[config.mk]
export PLATFORM = sky130hd
export DESIGN_NAME = fifo_stream_reader_flat
export DESIGN_NICKNAME = d
export VERILOG_FILES = /design/src/rtl/fifo_stream_reader_pkg.sv /design/src/rtl/fifo_stream_reader_if.sv /design/src/rtl/fifo_stream_reader_skid.sv /design/src/rtl/fifo_stream_reader.sv /design/src/flat_wrapper.sv
export SDC_FILE = /design/constraint.sdc
export NUM_CORES = 1
export LEC_CHECK = 0
export CAP_MARGIN = 20
export CORE_MARGIN = 2
export CORE_UTILIZATION = 30
export CTS_CLUSTER_SIZE = 14
export DETAILED_ROUTE_END_ITERATION = 10
export GPL_TIMING_DRIVEN = 1
export PLACE_DENSITY = 0.5
export SLEW_MARGIN = 10
export SYNTH_ARGS = -nofsm -noshare
export SYNTH_HDL_FRONTEND = slang
export SYNTH_SLANG_ARGS = --single-unit
[constraint.sdc]
create_clock -name receiver_clock -period 3.5 [get_ports receiver_clock]
set_clock_uncertainty 0.1 [all_clocks]
set_input_delay 0.875 -clock receiver_clock [delete_from_list [all_inputs] [get_ports receiver_clock]]
set_output_delay 0.875 -clock receiver_clock [all_outputs]
set_load 0.01 [all_outputs]
[src/rtl/fifo_stream_reader_pkg.sv]
// fifo_reader_pkg: shared types and widths for the fifo stream reader.
package fifo_reader_pkg;
  typedef enum logic {IDLE, DRAIN} reader_state_t;
  localparam int WORD_COUNT_WIDTH  = 32;
  localparam int ERROR_COUNT_WIDTH = 16;
endpackage

[src/rtl/fifo_stream_reader_if.sv]
// fifo_stream_reader_if: fifo read port plus outgoing valid/ready stream.
interface fifo_stream_reader_if #(
  parameter int DATA_WIDTH    = 16,
  parameter int POINTER_WIDTH = 8
);
  logic [POINTER_WIDTH-1:0] data_out_used;
  logic [DATA_WIDTH-1:0]    data_out;
  logic                     data_out_acknowledge;
  logic                     stream_valid;
  logic                     stream_ready;
  logic [DATA_WIDTH-1:0]    stream_data;
  modport master (
    input  data_out_used, data_out, stream_ready,
    output data_out_acknowledge, stream_valid, stream_data
  );
  modport slave (
    output data_out_used, data_out, stream_ready,
    input  data_out_acknowledge, stream_valid, stream_data
  );
endinterface

[src/rtl/fifo_stream_reader_skid.sv]
// stream_skid_buffer: 2-entry in-order buffer; caller never pushes when full.
module stream_skid_buffer #(
  parameter int DATA_WIDTH = 16
) (
  input  logic                  clk,
  input  logic                  rst_n,
  input  logic                  push,
  input  logic [DATA_WIDTH-1:0] push_data,
  input  logic                  pop,
  output logic [1:0]            count,
  output logic [DATA_WIDTH-1:0] head
);
  logic [DATA_WIDTH-1:0] r_mem [2];
  logic                  r_rd;
  logic [1:0]            r_count;
  logic                  w_wr;
  // write slot is the one after the oldest entry when one word is held
  assign w_wr  = r_rd ^ r_count[0];
  assign count = r_count;
  assign head  = r_mem[r_rd];
  always_ff @(posedge clk or negedge rst_n) begin
    if (!rst_n) begin
      r_mem[0] <= '0;
      r_mem[1] <= '0;
      r_rd     <= 1'b0;
      r_count  <= 2'd0;
    end else begin
      if (push) r_mem[w_wr] <= push_data;
      if (pop) r_rd <= ~r_rd;
      r_count <= r_count + 2'(push) - 2'(pop);
    end
  end
endmodule

[src/rtl/fifo_stream_reader.sv]
// fifo_stream_reader: burst-drains the fifo read port into a registered stream
// and checks that drained words form a +1 sequence.
module fifo_stream_reader
  import fifo_reader_pkg::*;
#(
  parameter int DATA_WIDTH      = 16,
  parameter int POINTER_WIDTH   = 8,
  parameter int BURST_THRESHOLD = 16,
  parameter bit CHECK_SEQUENCE  = 1
) (
  input  logic                         receiver_clock,
  input  logic                         receiver_reset_n,
  fifo_stream_reader_if.master         bus,
  input  logic                         flush,
  output logic [WORD_COUNT_WIDTH-1:0]  word_count,
  output logic                         sequence_error,
  output logic [ERROR_COUNT_WIDTH-1:0] error_count
);
  reader_state_t                r_state;
  reader_state_t                w_next;
  logic                         w_ack;
  logic                         w_pop;
  logic                         w_empty;
  logic [1:0]                   w_count;
  logic [WORD_COUNT_WIDTH-1:0]  r_word_count;
  assign w_empty = bus.data_out_used == '0;
  assign w_pop   = (w_count != 2'd0) && bus.stream_ready;
  // threshold only matters from IDLE; once draining, run until the fifo is empty
  always_comb begin
    w_next = r_state;
    w_ack  = 1'b0;
    w_next = (r_state == IDLE)
           ? ((bus.data_out_used >= POINTER_WIDTH'(BURST_THRESHOLD) || flush) ? DRAIN : IDLE)
           : ((w_empty && !flush) ? IDLE : DRAIN);
    w_ack  = (r_state == DRAIN) && !w_empty && (w_count < 2'd2);
  end
  always_ff @(posedge receiver_clock or negedge receiver_reset_n) begin
    if (!receiver_reset_n) begin
      r_state      <= IDLE;
      r_word_count <= '0;
    end else begin
      r_state      <= w_next;
      r_word_count <= r_word_count + WORD_COUNT_WIDTH'(w_ack);
    end
  end
  stream_skid_buffer #(.DATA_WIDTH(DATA_WIDTH)) u_buf (
    .clk       (receiver_clock),
    .rst_n     (receiver_reset_n),
    .push      (w_ack),
    .push_data (bus.data_out),
    .pop       (w_pop),
    .count     (w_count),
    .head      (bus.stream_data)
  );
  assign bus.data_out_acknowledge = w_ack;
  assign bus.stream_valid         = w_count != 2'd0;
  assign word_count               = r_word_count;
  if (CHECK_SEQUENCE) begin : g_chk
    logic                         r_primed;
    logic [DATA_WIDTH-1:0]        r_last;
    logic                         r_err;
    logic [ERROR_COUNT_WIDTH-1:0] r_err_count;
    logic [DATA_WIDTH-1:0]        w_expect;
    assign w_expect = r_last + DATA_WIDTH'(1);
    always_ff @(posedge receiver_clock or negedge receiver_reset_n) begin
      if (!receiver_reset_n) begin
        r_primed    <= 1'b0;
        r_last      <= '0;
        r_err       <= 1'b0;
        r_err_count <= '0;
      end else if (w_ack) begin
        r_last   <= bus.data_out;
        r_primed <= 1'b1;
        if (r_primed && bus.data_out != w_expect) begin
          r_err       <= 1'b1;
          r_err_count <= (&r_err_count) ? r_err_count : r_err_count + ERROR_COUNT_WIDTH'(1);
        end
      end
    end
    assign sequence_error = r_err;
    assign error_count    = r_err_count;
  end else begin : g_nochk
    assign sequence_error = 1'b0;
    assign error_count    = '0;
  end
endmodule
[src/flat_wrapper.sv]
// flat-port wrapper written by rule: the top's interface ports become plain ports
module fifo_stream_reader_flat import fifo_reader_pkg::*;
#(
  parameter int DATA_WIDTH      = 16,
  parameter int POINTER_WIDTH   = 8,
  parameter int BURST_THRESHOLD = 16,
  parameter bit CHECK_SEQUENCE  = 1
)
  (receiver_clock, receiver_reset_n, flush, word_count, sequence_error, error_count, bus_data_out_used, bus_data_out, bus_stream_ready, bus_data_out_acknowledge, bus_stream_valid, bus_stream_data);
  fifo_stream_reader_if #(.DATA_WIDTH(DATA_WIDTH), .POINTER_WIDTH(POINTER_WIDTH)) bus_i ();
  input  logic receiver_clock;
  input  logic receiver_reset_n;
  input  logic flush;
  output logic [WORD_COUNT_WIDTH-1:0] word_count;
  output logic sequence_error;
  output logic [ERROR_COUNT_WIDTH-1:0] error_count;
  input wire logic [$bits(bus_i.data_out_used)-1:0] bus_data_out_used;
  input wire logic [$bits(bus_i.data_out)-1:0] bus_data_out;
  input wire logic [$bits(bus_i.stream_ready)-1:0] bus_stream_ready;
  output wire logic [$bits(bus_i.data_out_acknowledge)-1:0] bus_data_out_acknowledge;
  output wire logic [$bits(bus_i.stream_valid)-1:0] bus_stream_valid;
  output wire logic [$bits(bus_i.stream_data)-1:0] bus_stream_data;
  assign bus_i.data_out_used = bus_data_out_used;
  assign bus_i.data_out = bus_data_out;
  assign bus_i.stream_ready = bus_stream_ready;
  assign bus_data_out_acknowledge = bus_i.data_out_acknowledge;
  assign bus_stream_valid = bus_i.stream_valid;
  assign bus_stream_data = bus_i.stream_data;
  fifo_stream_reader #(.DATA_WIDTH(DATA_WIDTH), .POINTER_WIDTH(POINTER_WIDTH), .BURST_THRESHOLD(BURST_THRESHOLD), .CHECK_SEQUENCE(CHECK_SEQUENCE)) u_core (.receiver_clock(receiver_clock), .receiver_reset_n(receiver_reset_n), .bus(bus_i), .flush(flush), .word_count(word_count), .sequence_error(sequence_error), .error_count(error_count));
endmodule
* After elaboration in Yosys (flattened, before gate mapping)
Index checks and enable logic that the tools add are counted.
** Storage, ports and cells
- Logic and storage cells :: 49
- Output and inout bits :: 67
- Bits in latches :: 0
- Memory bits (read-only) :: 0
- Memories :: 0
- Memory bits (writable) :: 0
- Register bits after elaboration :: 102
** Operators by class
- Multiply operators :: 0
- Equality and inequality tests :: 1
- Reduce and logical (&&, ||, !) cells :: 14
- Add/subtract/negate cells :: 5
- Bitwise logic cells :: 5
- Shifts and indexed selects :: 0
- Multiplexer cells :: 9
- Div/mod/pow operators :: 0
- Magnitude comparators :: 5
** Operator list (number)
- $mux 16 :: 4
- $add 16x1->16 const B :: 2
- $add 32x1->32 :: 1
- $bwmux 32 :: 1
- $demux 16 s1 :: 1
- $ne 16x16->1 :: 1
- $reduce_and 16->1 :: 1
- $ge 8x5->1 const B :: 1
- $logic_not 8->1 :: 1
- $logic_and 1x1->1 :: 6
- $ge 2x2->1 const B :: 2
- $not 1->2 :: 2
- $mux 1 :: 3
- $reduce_and 3->1 :: 1
- $add 2x1->2 :: 1
- $logic_not 1->1 :: 2
- $lt 2x1->1 const B :: 1
- $lt 2x2->1 const B :: 1
- $not 1->1 :: 2
- $reduce_and 2->1 :: 1
- $reduce_bool 2->1 :: 1
- $sub 2x1->2 :: 1
- $logic_or 1x1->1 :: 1
- $xor 1x1->1 :: 1

* Depth between registers and ports, before layout
Gate-level depths: netlist of the first run.
- Depth after elaboration :: 7
- Gate-level depth with buffers :: 12
- Gate-level depth less buffers :: 9

* By module
From an unflattened synthesis of the first run, not the netlist that was laid out.
** Second synthesis, totals
- Cells, all modules :: 402
- Area, all modules :: 4997.3 sq um
** By module, submodules not included
- fifo_stream_reader :: area an instance 3393.3 sq um, cells an instance 304, times used 1, seq. area each 1676.6 sq um
- stream_skid_buffer :: area an instance 1604.0 sq um, cells an instance 98, times used 1, seq. area each 875.8 sq um

* Worst setup path after synthesis of the first run
OpenSTA, ideal clock, no wires.
- Path kind :: input to register
- From :: input port bus_data_out_used[5]
- To :: register u_core.r_word_count[26] (netlist: u_core.word_count[26])
- Buffers on the path :: 3
- Path slack :: -0.031 ns
- Arrival :: 3.306 ns
- Cell stages on the path :: 12
- Library setup time :: 0.125 ns
- Cell sequence :: nor4_1 a211oi_1 buf_2 buf_1 ha_1 ha_1 nand2_1 or3_1 clkbuf_1 nor2_1 nand4_1 xnor2_1
** On the way
- Word-level cells in the longest chain between the ends :: 5
** RTL lines
- start, declared :: line flat_wrapper.sv:17 : input wire logic [$bits(bus_i.data_out_used)-1:0] bus_data_out_used;
- $logic_not 8->1 :: line fifo_stream_reader.sv:26 : assign w_empty = bus.data_out_used == '0;
- $logic_not 1->1 :: line fifo_stream_reader.sv:35 : w_ack = (r_state == DRAIN) && !w_empty && (w_count < 2'd2);
- $logic_and 1x1->1 (2 in series) :: line fifo_stream_reader.sv:35
- named net bus_data_out_acknowledge :: line flat_wrapper.sv:20 : output wire logic [$bits(bus_i.data_out_acknowledge)-1:0] bus_data_out_acknowledge;
- $add 32x1->32 :: line fifo_stream_reader.sv:43 : r_word_count <= r_word_count + WORD_COUNT_WIDTH'(w_ack);
- end signal, assigned :: line fifo_stream_reader.sv:43
- end, declared :: line fifo_stream_reader.sv:25 : logic [WORD_COUNT_WIDTH-1:0] r_word_count;
The timed path passes the listed nets, and every way through them passes these cells.
A chain may end at the register's enable or synchronous reset.

* Worst setup path after layout of the first run
- From :: input port bus_data_out_used[4]
- To :: output port bus_data_out_acknowledge
** On the way
- Word-level cells in the longest chain between the ends :: 4
** RTL lines (line)
- $logic_not 8->1 :: fifo_stream_reader.sv:26
- $logic_not 1->1 :: fifo_stream_reader.sv:35
- $logic_and 1x1->1 (2 in series) :: fifo_stream_reader.sv:35
- end, declared :: flat_wrapper.sv:20
Every way passes these cells.

==> impl_metrics.json, run 1 <==
{
  "ys_ff_latch": 102,
  "clockBufferDepth": 2,
  "synth_cell_types": 56,
  "rows": 47,
  "synth.top_cell.area_share_pct": 51.3,
  "synthArstFlopShare_pct": 100,
  "cts_hold_buffers": 0,
  "layout.area.seq_sq_um": 2550,
  "yosys.area.top_type": "dfrtp_1",
  "cts_buffers": 9,
  "crit_arrival_ns": 2.23,
  "synth_top_family_by_area": "simple AND/OR/NAND/NOR gates",
  "avgViaCountPerCell": 4.63,
  "antenna_cells": 0,
  "gp_congestion": 0.801,
  "syn_avg_cell_area_sq_um": 12.3,
  "crit_required_ns": 2.52,
  "syn-cell-area_sq_um": 4980,
  "cts_setup_buffers": 0,
  "grt_pass1_wl_microns": 18900,
  "final_nets": 554,
  "grt_pass1_vias": 3652,
  "synthAdderAreaFrac_pct": 1.51,
  "cts_tree": "yes",
  "final_antenna_net_count": 0,
  "netlist_instances": 406,
  "outcome": "finished clean",
  "die_w_microns": 133,
  "synth_ff_type": "dfrtp_1",
  "synth_xor_area_share_pct": 11.4,
  "dieArea_sq_um": 17600,
  "finish.utilization_pct": 40.6,
  "finalSetupViolCount": 0,
  "yosysWarnings": 0,
  "final_cells": 744,
  "final_hold_viol_count": 0,
  "path_cells": "clkdlybuf4s50_1, nor4_1, buf_4, a211oi_4, dlygate4sd2_1",
  "power_leakage_nw": 2.84,
  "post_synth_and_or_nand_nor_area_fraction_pct": 15.0,
  "finalMaxSlewViolations": 0,
  "cp_slowest_cell": "clkdlybuf4s50_1",
  "drt_iter0_markers": 227,
  "synth_nets": 440,
  "max_stage_delay_ns": 0.46,
  "powerDensity_nw_per_um2": 793,
  "clk_latency_ns": 0.34,
  "cp_top_family": "buffers and inverters",
  "synth-compound-area-share_pct": 3.92,
  "clock-sinks": 102,
  "io_pins": 95,
  "syn_to_final_growth_pct": 33.9,
  "routed_wirelength_microns": 11100,
  "grt_use_total_pct": 13.3,
  "start_util_pct": 30.3,
  "fmax_ghz": 0.312,
  "maxSlewHeadroom_pct": 63.5,
  "final_cell_mix": "dfrtp_1 (102), clkdlybuf4s50_1 (92), mux2_2 (64), xor2_1 (36), xnor2_1 (29)",
  "nFillCells": 1559,
  "seq_area_frac_synth_pct": 51.3,
  "synth_mux_area_share_pct": 14.8,
  "worst_pin_slew_ns": 0.548,
  "drcViolationCount": 0,
  "vias": 3441,
  "period_share_pct": 91.6,
  "cts-root-buf": "clkbuf_16",
  "crit_path_end_kind": "output pin",
  "drive_gt1_share_pct": 23.7,
  "grt_setup_unrepaired": "no",
  "dr.pass1.iters": 4,
  "max_cap_viol_count": 0,
  "overflow": 0,
  "critPathBufInv": 3,
  "startpoint_type": "primary input",
  "ir_drop_v": 0.000332,
  "min_path_type": "register to register",
  "crit_fanout": 3,
  "grt_max_degree": 82,
  "mostFrequentLayoutCell": "dfrtp_1",
  "h-tree-depth": 3,
  "io_buffers": 94,
  "dp_hpwl_microns": 7830,
  "post_drt_wl_per_cell_microns": 14.9,
  "synth_edf_count": 0,
  "fp.coreArea_sq_um": 16400,
  "place_inst": 728,
  "setup.worst_path.class": "primary input to output pin",
  "period_minus_slack_ns": 3.21,
  "synth_area_leaders": "dfrtp_1 (51%), mux2_2 (14%), xor2_1 (6.3%), xnor2_1 (5.1%), nand3_1 (2.1%)",
  "antenna_found_initial": 0,
  "clkSlewWorstSetupHoldPaths_ns": 0.06,
  "die_h_microns": 133,
  "multi_input_area_sq_um": 2330
}
## synthesized netlist by cell type, types with 4 or more instances
library cell  number
and2_1             5
nand2_1           23
nand3_1           21
nand4_1            6
dfrtp_1          102
mux2_2            64
nor4_1             5
and3_1             7
nor3_2             9
nor3b_1            4
buf_2              4
nor2_1            14
and4_1             8
inv_1              6
ha_1               6
xor2_1            36
clkbuf_1           5
xnor2_1           29
## layout make-up
class	instances	area share, %
Clock inverter	5	1.13
Tap cell	220	4.13
Sequential cell	102	38.3
Multi-Input combinational cell	283	35.0
Clock buffer	10	3.44
Inverter	6	0.338
Timing Repair Buffer	118	17.6
## timing repair
item | CTS | global route
endpoints found under the setup margin | 1 | 0
hold endpoints to repair | 0 | 0
gates resized for setup | 1 | 0
## kinds of logic after synthesis
family	after synthesis
compound gates	24
xor+xnor	65
fa+ha+maj	6
buf+inv	21
flops	102
mux	65
simple gates	123
## flip-flops by register name, summed over array words and instances (netlist names)
register,flops
u_core.g_chk.r_last,16
u_core.error_count,16
u_core.word_count,32
u_core.sequence_error,1
u_core.g_chk.r_primed,1
u_core.r_state,1
u_core.u_buf.count,2
u_core.u_buf.r_rd,1
u_core.u_buf.r_mem,32
## path summary, 6_finish.rpt
check | from | to | cells past startpoint | slack, ns
max | bus_data_out_used[4] | bus_data_out_acknowledge | 5 | 0.29
max in group asynchronous | receiver_reset_n | u_core.u_buf.r_mem[10] | 3 | 2.06
min in group asynchronous | receiver_reset_n | u_core.u_buf.r_mem[11] | 1 | 0.41
max reg2reg | u_core.g_chk.r_last[0] | u_core.error_count[1] | 9 | 0.64
min reg2reg | u_core.g_chk.r_primed | u_core.g_chk.r_primed | 1 | 0.37
min | u_core.g_chk.r_primed | u_core.g_chk.r_primed | 1 | 0.37
## where the power goes
part           switching [W]  leakage (nW)  total [W]  internal [W]
logic               0.000959          1.42    0.00231       0.00135
registers           0.000357          1.27    0.00193       0.00158
clock network       0.000425         0.152    0.00104      0.000619
## through the flow
stage	hold slack [ns]	setup WS (ns)	instance area (sq um)	setup TNS (ns)	power, W
2_1_floorplan	0.339	0.176	4980	0	0.00331
3_3_place_gp	0.353	-0.0353	6330	-0.103	0.00425
3_5_place_dp	0.356	-0.0588	6330	-0.262	0.00430
4_1_cts	0.372	0.247	6640	0	0.00538
5_1_grt	0.388	0.0909	6660	0	0.00565
6_report	0.367	0.295	6660	0	0.00529
## per-layer routing
layer	vias to the layer above	part of all wire [%]	wire length, microns	global-route usage (%)
met5	-	0	0	0
met4	0	1.7	191	5.56
met3	12	3.3	364	2.38
met2	60	46	5150	20.5
met1	1699	49	5400	18.4
li1	1670	-	-	-
Note: power is estimated with default switching activity, not from simulation.
==> run 2, diff against run 1 <==
Settings changed: CORE_ASPECT_RATIO from default to 1.2, PLACE_DENSITY 0.5 to 0.52.
Clock period 3.5 ns to 2.85 ns, I/O delays scaled along.
==> run 2 against run 1 <==
Compared with the run above:
- non-clock buffer count rose by 21
- clock-buffer cell count did not move
- flip-flop and latch count did not move
==> impl_metrics.json, run 2 (synthesis gave the netlist of run 1 again) <==
{
  "dr.pass1.iters": 4,
  "final_area_sq_um": 6910,
  "antenna_cells": 0,
  "setup.worst_path.class": "primary input to register",
  "worst_pin_slew_ns": 0.508,
  "place_area_sq_um": 6480,
  "post_drt_wl_per_cell_microns": 15.3,
  "period_minus_slack_ns": 2.81,
  "final_nets": 576,
  "nFillCells": 1555,
  "fp.coreArea_sq_um": 16200,
  "grt_use_total_pct": 13.8,
  "finalMaxSlewViolations": 0,
  "drcViolationCount": 0,
  "die_h_microns": 145,
  "period_share_pct": 98.6,
  "clkSlewWorstSetupHoldPaths_ns": 0.07,
  "vias": 3584,
  "final_cell_mix": "dfrtp_1 (102), clkdlybuf4s50_1 (81), mux2_2 (64), buf_4 (40), xor2_1 (35)",
  "cts_buffers": 9,
  "start_util_pct": 30.7,
  "outcome": "finished clean",
  "powerDensity_nw_per_um2": 965,
  "cts_tree": "yes",
  "mostFrequentLayoutCell": "dfrtp_1",
  "multi_input_area_sq_um": 2450,
  "h-tree-depth": 3,
  "grt_pass1_vias": 3717,
  "maxSlewHeadroom_pct": 66.1,
  "fmax_ghz": 0.356,
  "startpoint_type": "primary input",
  "layout.area.seq_sq_um": 2550,
  "worst_hold_slack_ns": 0.242,
  "clock-sinks": 102,
  "ir_drop_v": 0.000385,
  "routed_wirelength_microns": 11600,
  "cts_hold_buffers": 0,
  "grt_setup_unrepaired": "yes",
  "clockBufferDepth": 2,
  "dp_hpwl_microns": 8280,
  "antenna_found_initial": 0,
  "crit_arrival_ns": 2.94,
  "final_hold_viol_count": 0,
  "crit_required_ns": 2.98,
  "cts-root-buf": "clkbuf_16",
  "io_pins": 95,
  "p_total_w": 0.00668,
  "avgViaCountPerCell": 4.72,
  "min_path_type": "primary input to asynchronous set/reset pin",
  "io_buffers": 94,
  "power_leakage_nw": 3.03,
  "grt_max_degree": 39,
  "overflow": 0,
  "syn_to_final_growth_pct": 38.9,
  "drt_iter0_markers": 118,
  "gp_congestion": 0.742,
  "crit_fanout": 4,
  "drive_gt1_share_pct": 29.8,
  "rows": 51,
  "max_cap_viol_count": 0,
  "rrSetupSlack_ns": 0.17,
  "clk_latency_ns": 0.35,
  "dieArea_sq_um": 17600,
  "finalSetupViolCount": 0,
  "crit_path_end_kind": "register",
  "final_antenna_net_count": 0,
  "die_w_microns": 122,
  "grt_pass1_wl_microns": 19300
}
==> run 2: changes by cell type in the layout (fill, tap and decap cells not counted), sizes merged <==
cell / change
bufinv: -1
a41o: +1
clkdlybuf4s50: -11
inv: +1
buf: +22
clkinvlp: +1
dlymetal6s2s: +8
dlygate4sd2: +2
==> run 2: area by class of cell <==
type	count	share of cell area [%]
clock buffers	10	3.31
clock inverters	6	0.887
inverters	6	0.326
multi-input cells	284	35.4
flip-flops and latches	102	36.9
well taps	212	3.84
repair buffers	139	19.3
==> run 2: per-layer routing <==
metal / routed length [microns] / GRT usage, %
met1: 5370 / 18.8
met2: 5650 / 21.9
met3: 353 / 2.00
met4: 230 / 5.80
met5: 0 / 0
==> run 2: report_power, final <==
group / internal, W / total, W / switching (W)
Combinational: 0.00181 / 0.00308 / 0.00127
Sequential: 0.00194 / 0.00237 / 0.000429
Clock: 0.000680 / 0.00123 / 0.000547
Total: 0.00443 / 0.00668 / 0.00225
==> run 2: worst max-delay path: stages <==
cell and delay [ns]:
clkdlybuf4s50_1 0.45, nor4_1 0.05, buf_4 0.14, a211oi_4 0.28, buf_6 0.16, ha_4 0.16
ha_4 0.14, nand2_4 0.05, or3_4 0.38, nor2_4 0.15, nand4_1 0.12, xnor2_1 0.15
==> run 2: final timing paths <==
check                                            start                endpoint  cells past startpoint
worst max-delay path              bus_data_out_used[5]   u_core.word_count[26]                     12
worst min-delay path                  receiver_reset_n  u_core.u_buf.r_mem[27]                      1
worst max register to register  u_core.g_chk.r_last[1]   u_core.error_count[7]                     10
worst min register to register   u_core.word_count[31]   u_core.word_count[31]                      1
max in group asynchronous             receiver_reset_n  u_core.u_buf.r_mem[11]                      2
min in group receiver_clock      u_core.word_count[31]   u_core.word_count[31]                      1
==> run 2: what timing repair did <==
action                                  in CTS  in global routing
resized for setup                           17                 15
endpoints found under the setup margin      19                 38
cloned                                       1                  0
pin swaps                                    8                  6
buffers inserted                             3                  3
hold endpoints to repair                     0                  0
==> run 2: stage by stage <==
stage	worst slack (ns)	instances	setup TNS (ns)	utilization [%]
2_1_floorplan	0.0225	406	0	-
3_3_place_gp	-0.490	736	-15.75	40.0
3_5_place_dp	-0.491	736	-16.57	40.0
4_1_cts	0.000113	756	0	42.2
5_1_grt	-0.0624	759	-0.0944	42.7
6_report	0.0390	759	0	42.7
==> run 3, diff against run 2 <==
Settings changed: CTS_CLUSTER_DIAMETER from default to 60.
==> results of run 3 <==
Same layout as run 2: the final DEF is identical, and so are final timing and power.
==> patch 1 (config.mk and constraints of run 1) <==
`CHECK_SEQUENCE` is set to 1 in 2 places; all go to 0.
--- a/src/rtl/fifo_stream_reader.sv
+++ b/src/rtl/fifo_stream_reader.sv
@@ -8,3 +8,3 @@
   parameter int BURST_THRESHOLD = 16,
-  parameter bit CHECK_SEQUENCE  = 1
+  parameter bit CHECK_SEQUENCE  = 0
 ) (
--- a/src/flat_wrapper.sv
+++ b/src/flat_wrapper.sv
@@ -6,3 +6,3 @@
   parameter int BURST_THRESHOLD = 16,
-  parameter bit CHECK_SEQUENCE  = 1
+  parameter bit CHECK_SEQUENCE  = 0
 )
Function: changed (a bounded check fails within 4 cycles, from zero or initial values and one cycle with receiver_reset_n low).
==> patch 1 against run 1 <==
Non-clock buffer count decreased by 34; area after synthesis shrank 34%; worst setup slack worse by 0.051 ns; total power fell by 34%; via count fell by 39%; design area decreased by 35%; wire length fell by 37%; sequential cell count down 34; utilization is essentially flat.
==> patch 1: results (changes against run 1) <==
stage;metric;value;unit;change
critical_path;crit-path max FO;2;;-1
pwr;Net Sw Frac;31.4;%;-1.5 points
pwr;Leak;1.88;nW;-34%
critical_path;reg-to-reg startpoint;u_core.u_buf.count[1];;
sta;period utilization;93.0;%;+1.5 points
yosys;Seq/Total Area, Yosys;51.9;%;+0.66 points
min_path;hold endpoint;u_core.word_count[31];;
global_route;GR Layer Usage met2;20.1;%;-0.43 points
clock_tree;clock-pin slew on the worst setup and hold paths;0.08;ns;+0.02 ns
detailed_routing;vias;2099;;-39%
placed_design;Post-DP Area;0.00416;mm^2;-34%
global_route;All-Layer GR Usage;13.2;%;-0.11 points
yosys;Synth area leaders;dfrtp_1, mux2_2, xnor2_1, mux2_4, buf_4;;
outcome;status;finished, final reports clean;;
clock_tree;clk root buf;clkbuf_8;;
critical_path;worst reg2reg setup slack;1.26;ns;+0.62 ns
pwr;logic gate share of total power;46.7;%;+3.0 points
critical_path;R2R Path End;u_core.word_count[19];;
critical_path;Critical Path AT;2.28;ns;+0.05 ns
critical_path;Crit. Startpoint;bus_data_out_used[2];;
critical_path;worst r2r path cells;8;;-1
sta;Worst Hold Slack;0.385;ns;+0.0182 ns
min_path;worst hold start;u_core.word_count[31];;
global_route;vias in the first global route;2260;;-38%
placed_design;worst slack, placed;0.202;ns;+0.260 ns
detailed_routing;routed wire length;7.01;mm;-37%
global_route;grt met1 use;18.2;%;-0.21 points
final_layout;Final Net Count;367;;-34%
global_route;largest net degree at the start of global routing;69;;-16%
final_layout;Multi-input gate area;0.00143;mm^2;-39%
final_layout;Layout fillers;1046;;-33%
yosys;Synth top cells by count;dfrtp_1, mux2_2, xnor2_1;;
global_route;first-pass GRT wire length;11.8;mm;-37%
placed_design;hpwl dp;4.86;mm;-38%
global_route;met3 Use GR;2.65;%;+0.28 points
detailed_routing;initial drt markers;77;;-66%
pwr;Worst VDD drop;0.000314;V;-5.3%
placed_design;dpl cells;465;;-36%
pwr;P_seq;1.19;mW;-38%
sta;Slew headroom;40.8;%;-23 points
clock_tree;Worst-Skew Late Latency;0.34;ns;about the same
placed_design;port bufs;77;;-18%
pwr;post-layout power;3.48;mW;-34%
yosys;mean post-synth cell area;13.1;um^2;+6.5%
final_layout;post-route insts no fill;481;;-35%
final_layout;layout cells sized above 1;24.0;%;+0.38 points
clock_tree;# resized after CTS;0;;-1
placed_design;RD Place Congestion;0.740;;-7.6%
[patch 1: cell types whose count changed in the layout (fill, tap and decap cells not counted), sizes merged, moves of 4 or more]
cell                  run 1  this run
dfrtp                   102        68
xor2                     36        14
buf                      25         8
conb                      0        17
mux2                     65        48
clkdlybuf4s50            92        76
nand2                    23         9
nand3                    22        11
nor2                     15         5
xnor2                    29        20
nor3                     12         5
and4                      8         4
nor3b                     4         0
[patch 1: cell type report]
class | count | area share [%]
clock buffer | 10 | 3.16
clock inverter | 6 | 1.46
inverter | 6 | 0.516
multi-input combinational | 167 | 32.8
sequential | 68 | 39.0
tap | 140 | 4.02
timing repair buffer | 84 | 19.1
[patch 1: routing by layer]
| layer | wire (um) | vias up | part of all wire, % |
|---|---|---|---|
| li1 | - | 1008 | - |
| met1 | 3320 | 1036 | 47 |
| met2 | 3310 | 46 | 47 |
| met3 | 258 | 9 | 3.7 |
| met4 | 124 | 0 | 1.8 |
| met5 | 0 | - | 0 |
[patch 1: worst max-delay path: stages]
cell and delay, ns:
clkdlybuf4s50_1 0.56, nor4_4 0.06, a21oi_2 0.21, clkdlybuf4s50_1 0.58
[patch 1: logic make-up (layout without fill, tap and decap cells)]
| logic type | Yosys count | after routing | synth area share [%] |
|---|---|---|---|
| compound gates | 4 | 4 | 1.07 |
| other cells | 1 | 17 | 0.114 |
| buf+inv | 32 | 106 | 6.30 |
| flops | 68 | 68 | 51.9 |
| fa+ha+maj | 3 | 3 | 1.15 |
| xor+xnor | 34 | 34 | 9.09 |
| mux | 48 | 48 | 17.6 |
| simple gates | 61 | 61 | 12.7 |
==> patch 2 (config.mk and constraints of run 1) <==
Without the edit above. Reset style: synchronous (`receiver_reset_n` and `rst_n`), changed in 3 clocked blocks.
--- a/src/rtl/fifo_stream_reader_skid.sv
+++ b/src/rtl/fifo_stream_reader_skid.sv
@@ -20,3 +20,3 @@
   assign head  = r_mem[r_rd];
-  always_ff @(posedge clk or negedge rst_n) begin
+  always_ff @(posedge clk) begin
     if (!rst_n) begin
--- a/src/rtl/fifo_stream_reader.sv
+++ b/src/rtl/fifo_stream_reader.sv
@@ -36,3 +36,3 @@
   end
-  always_ff @(posedge receiver_clock or negedge receiver_reset_n) begin
+  always_ff @(posedge receiver_clock) begin
     if (!receiver_reset_n) begin
@@ -64,3 +64,3 @@
     assign w_expect = r_last + DATA_WIDTH'(1);
-    always_ff @(posedge receiver_clock or negedge receiver_reset_n) begin
+    always_ff @(posedge receiver_clock) begin
       if (!receiver_reset_n) begin
Formal check against the unedited RTL: differs if receiver_reset_n is asserted again (counterexample within 4 cycles, from zero or initial values and one cycle with receiver_reset_n low); with receiver_reset_n held inactive, the same outputs for 10 cycles.
==> patch 2 against run 1 <==
First-iteration DRC count shrank 41%; area after synthesis is 1.0% lower; worst setup slack worse by 0.23 ns; design area down 2.1%; wire length rose by 8.7%; register-to-register slack improved by 0.19 ns; highest routed layer unchanged; cell count grew 10%; utilization up 0.31 points; sequential share of layout area shrank 1.8 points; sequential cell count rose by 1.
Power is not compared: it rests on default switching activity, and its combinational part moved more than twofold at a synthesized area within 25%.
==> patch 2: results (changes against run 1) <==
stage;metric;value;unit;change
outcome;status;finished, final reports clean;;
final_layout;layout cells sized above 1;10.3;%;-13 points
clock_tree;Worst-Skew Late Latency;0.35;ns;
placed_design;dpl cells;801;;+10%
critical_path;crit-path max FO;6;;+3
yosys;ys async rst share;0;%;-100 points
clock_tree;TritonCTS buffer count;9;;unchanged
final_layout;Final Net Count;632;;+14%
yosys;Synth Area in Compound Gates;7.14;%;+3.2 points
yosys;post-synthesis adder-cell area fraction;1.52;%;+0.016 points
final_layout;Layout fillers;1589;;+1.9%
yosys;mean post-synth cell area;9.93;um^2;-19%
clock_tree;CTS max path bufs;2;;unchanged
sta;Worst-Margin Slew;0.550;ns;+0.00250 ns
detailed_routing;initial drt markers;134;;-41%
clock_tree;clk root buf;clkbuf_16;;
yosys;Post-synth EDFFs;32;;+32
yosys;Seq/Total Area, Yosys;48.3;%;-2.9 points
placed_design;Post-DP Area;0.00621;mm^2;-2.0%
pwr;Leak;2.34;nW;
yosys;Synth top cells by count;dfxtp_1, nor2_1, and2_1;;
clock_tree;clock-pin slew on the worst setup and hold paths;0.07;ns;
global_route;vias in the first global route;3877;;+6.2%
detailed_routing;per-cell routed wire length;14.7;um;-1.3%
critical_path;Critical Path AT;2.46;ns;+0.23 ns
clock_tree;H-Tree Level Count;3;;unchanged
global_route;All-Layer GR Usage;14.2;%;+0.89 points
final_layout;post-route insts no fill;819;;+10%
yosys;YS warnings;0;;unchanged
final_layout;Ant. Diodes;0;;unchanged
placed_design;hpwl dp;8.27;mm;+5.6%
pwr;Worst VDD drop;0.000239;V;
min_path;worst min path class;flop to flop;;
yosys;number of library cell types mapped by synthesis;55;;-1.8%
yosys;Synth Net Count;530;;+20%
pwr;pwr dens;504;mW/mm^2;
yosys;post-synthesis mux area share;7.31;%;-7.5 points
yosys;Synth area leaders;dfxtp_1, edfxtp_1, xnor2_1, and2_1, nor2_1;;
global_route;initial antenna violation count;0;;unchanged
critical_path;CP peak stage delay;0.48;ns;+0.02 ns
placed_design;worst slack, placed;-0.0925;ns;-0.0337 ns
global_route;largest net degree at the start of global routing;34;;-59%
placed_design;port bufs;94;;unchanged
yosys;Synth Area in XOR/XNOR;8.89;%;-2.5 points
placed_design;RD Place Congestion;0.843;;+5.2%
detailed_routing;Initial DRT Pass Iterations;4;;unchanged
detailed_routing;vias;3930;;+14%
critical_path;Largest delay share family, worst path;buffers and inverters;;
global_route;first-pass GRT wire length;19.9;mm;+5.6%
patch 2: changes by cell type after synthesis, sizes merged, moves of 13 or more:
cell,change
dfrtp,-102
nor2,+40
mux2,-49
and2,+30
edfxtp,+32
mux2i,+18
a21oi,+18
xor2,-13
dfxtp,+71
patch 2: power breakdown:
group / internal (mW) / leakage [nW] / switching (mW) / total [mW]
registers: 1.41 / 0.916 / 0.0824 / 1.49
clock network: 0.545 / 0.139 / 0.431 / 0.977
logic: 0.434 / 1.28 / 0.386 / 0.820
total: 2.39 / 2.34 / 0.900 / 3.29
patch 2: timing repair:
action / CTS / global route
endpoints found under the setup margin: 1 / 1
setup buffers: 0 / 0
gates resized for setup: 2 / 2
patch 2: path summary, 6_finish.rpt:
| path | slack, ns | endpoint | from | cells after the start |
|---|---|---|---|---|
| setup / recovery | 0.06 | bus_data_out_acknowledge | bus_data_out_used[5] | 5 |
| setup reg to reg | 0.83 | u_core.error_count[7] | u_core.g_chk.r_last[0] | 9 |
| hold / removal | 0.38 | u_core.sequence_error | u_core.sequence_error | 1 |
| hold reg to reg | 0.38 | u_core.sequence_error | u_core.sequence_error | 1 |
patch 2: kinds of logic after synthesis:
logic type / after synthesis
AOI/OAI and AO/OA: 56
xor gates and xnor gates: 50
adders and majority gates: 6
buffers and inverters: 34
DFF: 103
muxes: 34
and+or+nand+nor: 213
patch 2: routing by layer:
metal	vias up	track usage, %	wire length (um)
met1	1875	17.2	5430
met3	15	4.81	664
met2	78	24.2	5850
li1	1962	-	-
met5	-	0	0
met4	0	3.26	125
patch 2: area by class of cell:
class / count / area share, %
clock buffers: 10 / 3.51
clock inverters: 6 / 0.786
inverters: 12 / 0.690
multi-input cells: 359 / 37.2
flip-flops and latches: 103 / 36.5
well taps: 216 / 4.14
repair buffers: 113 / 17.2
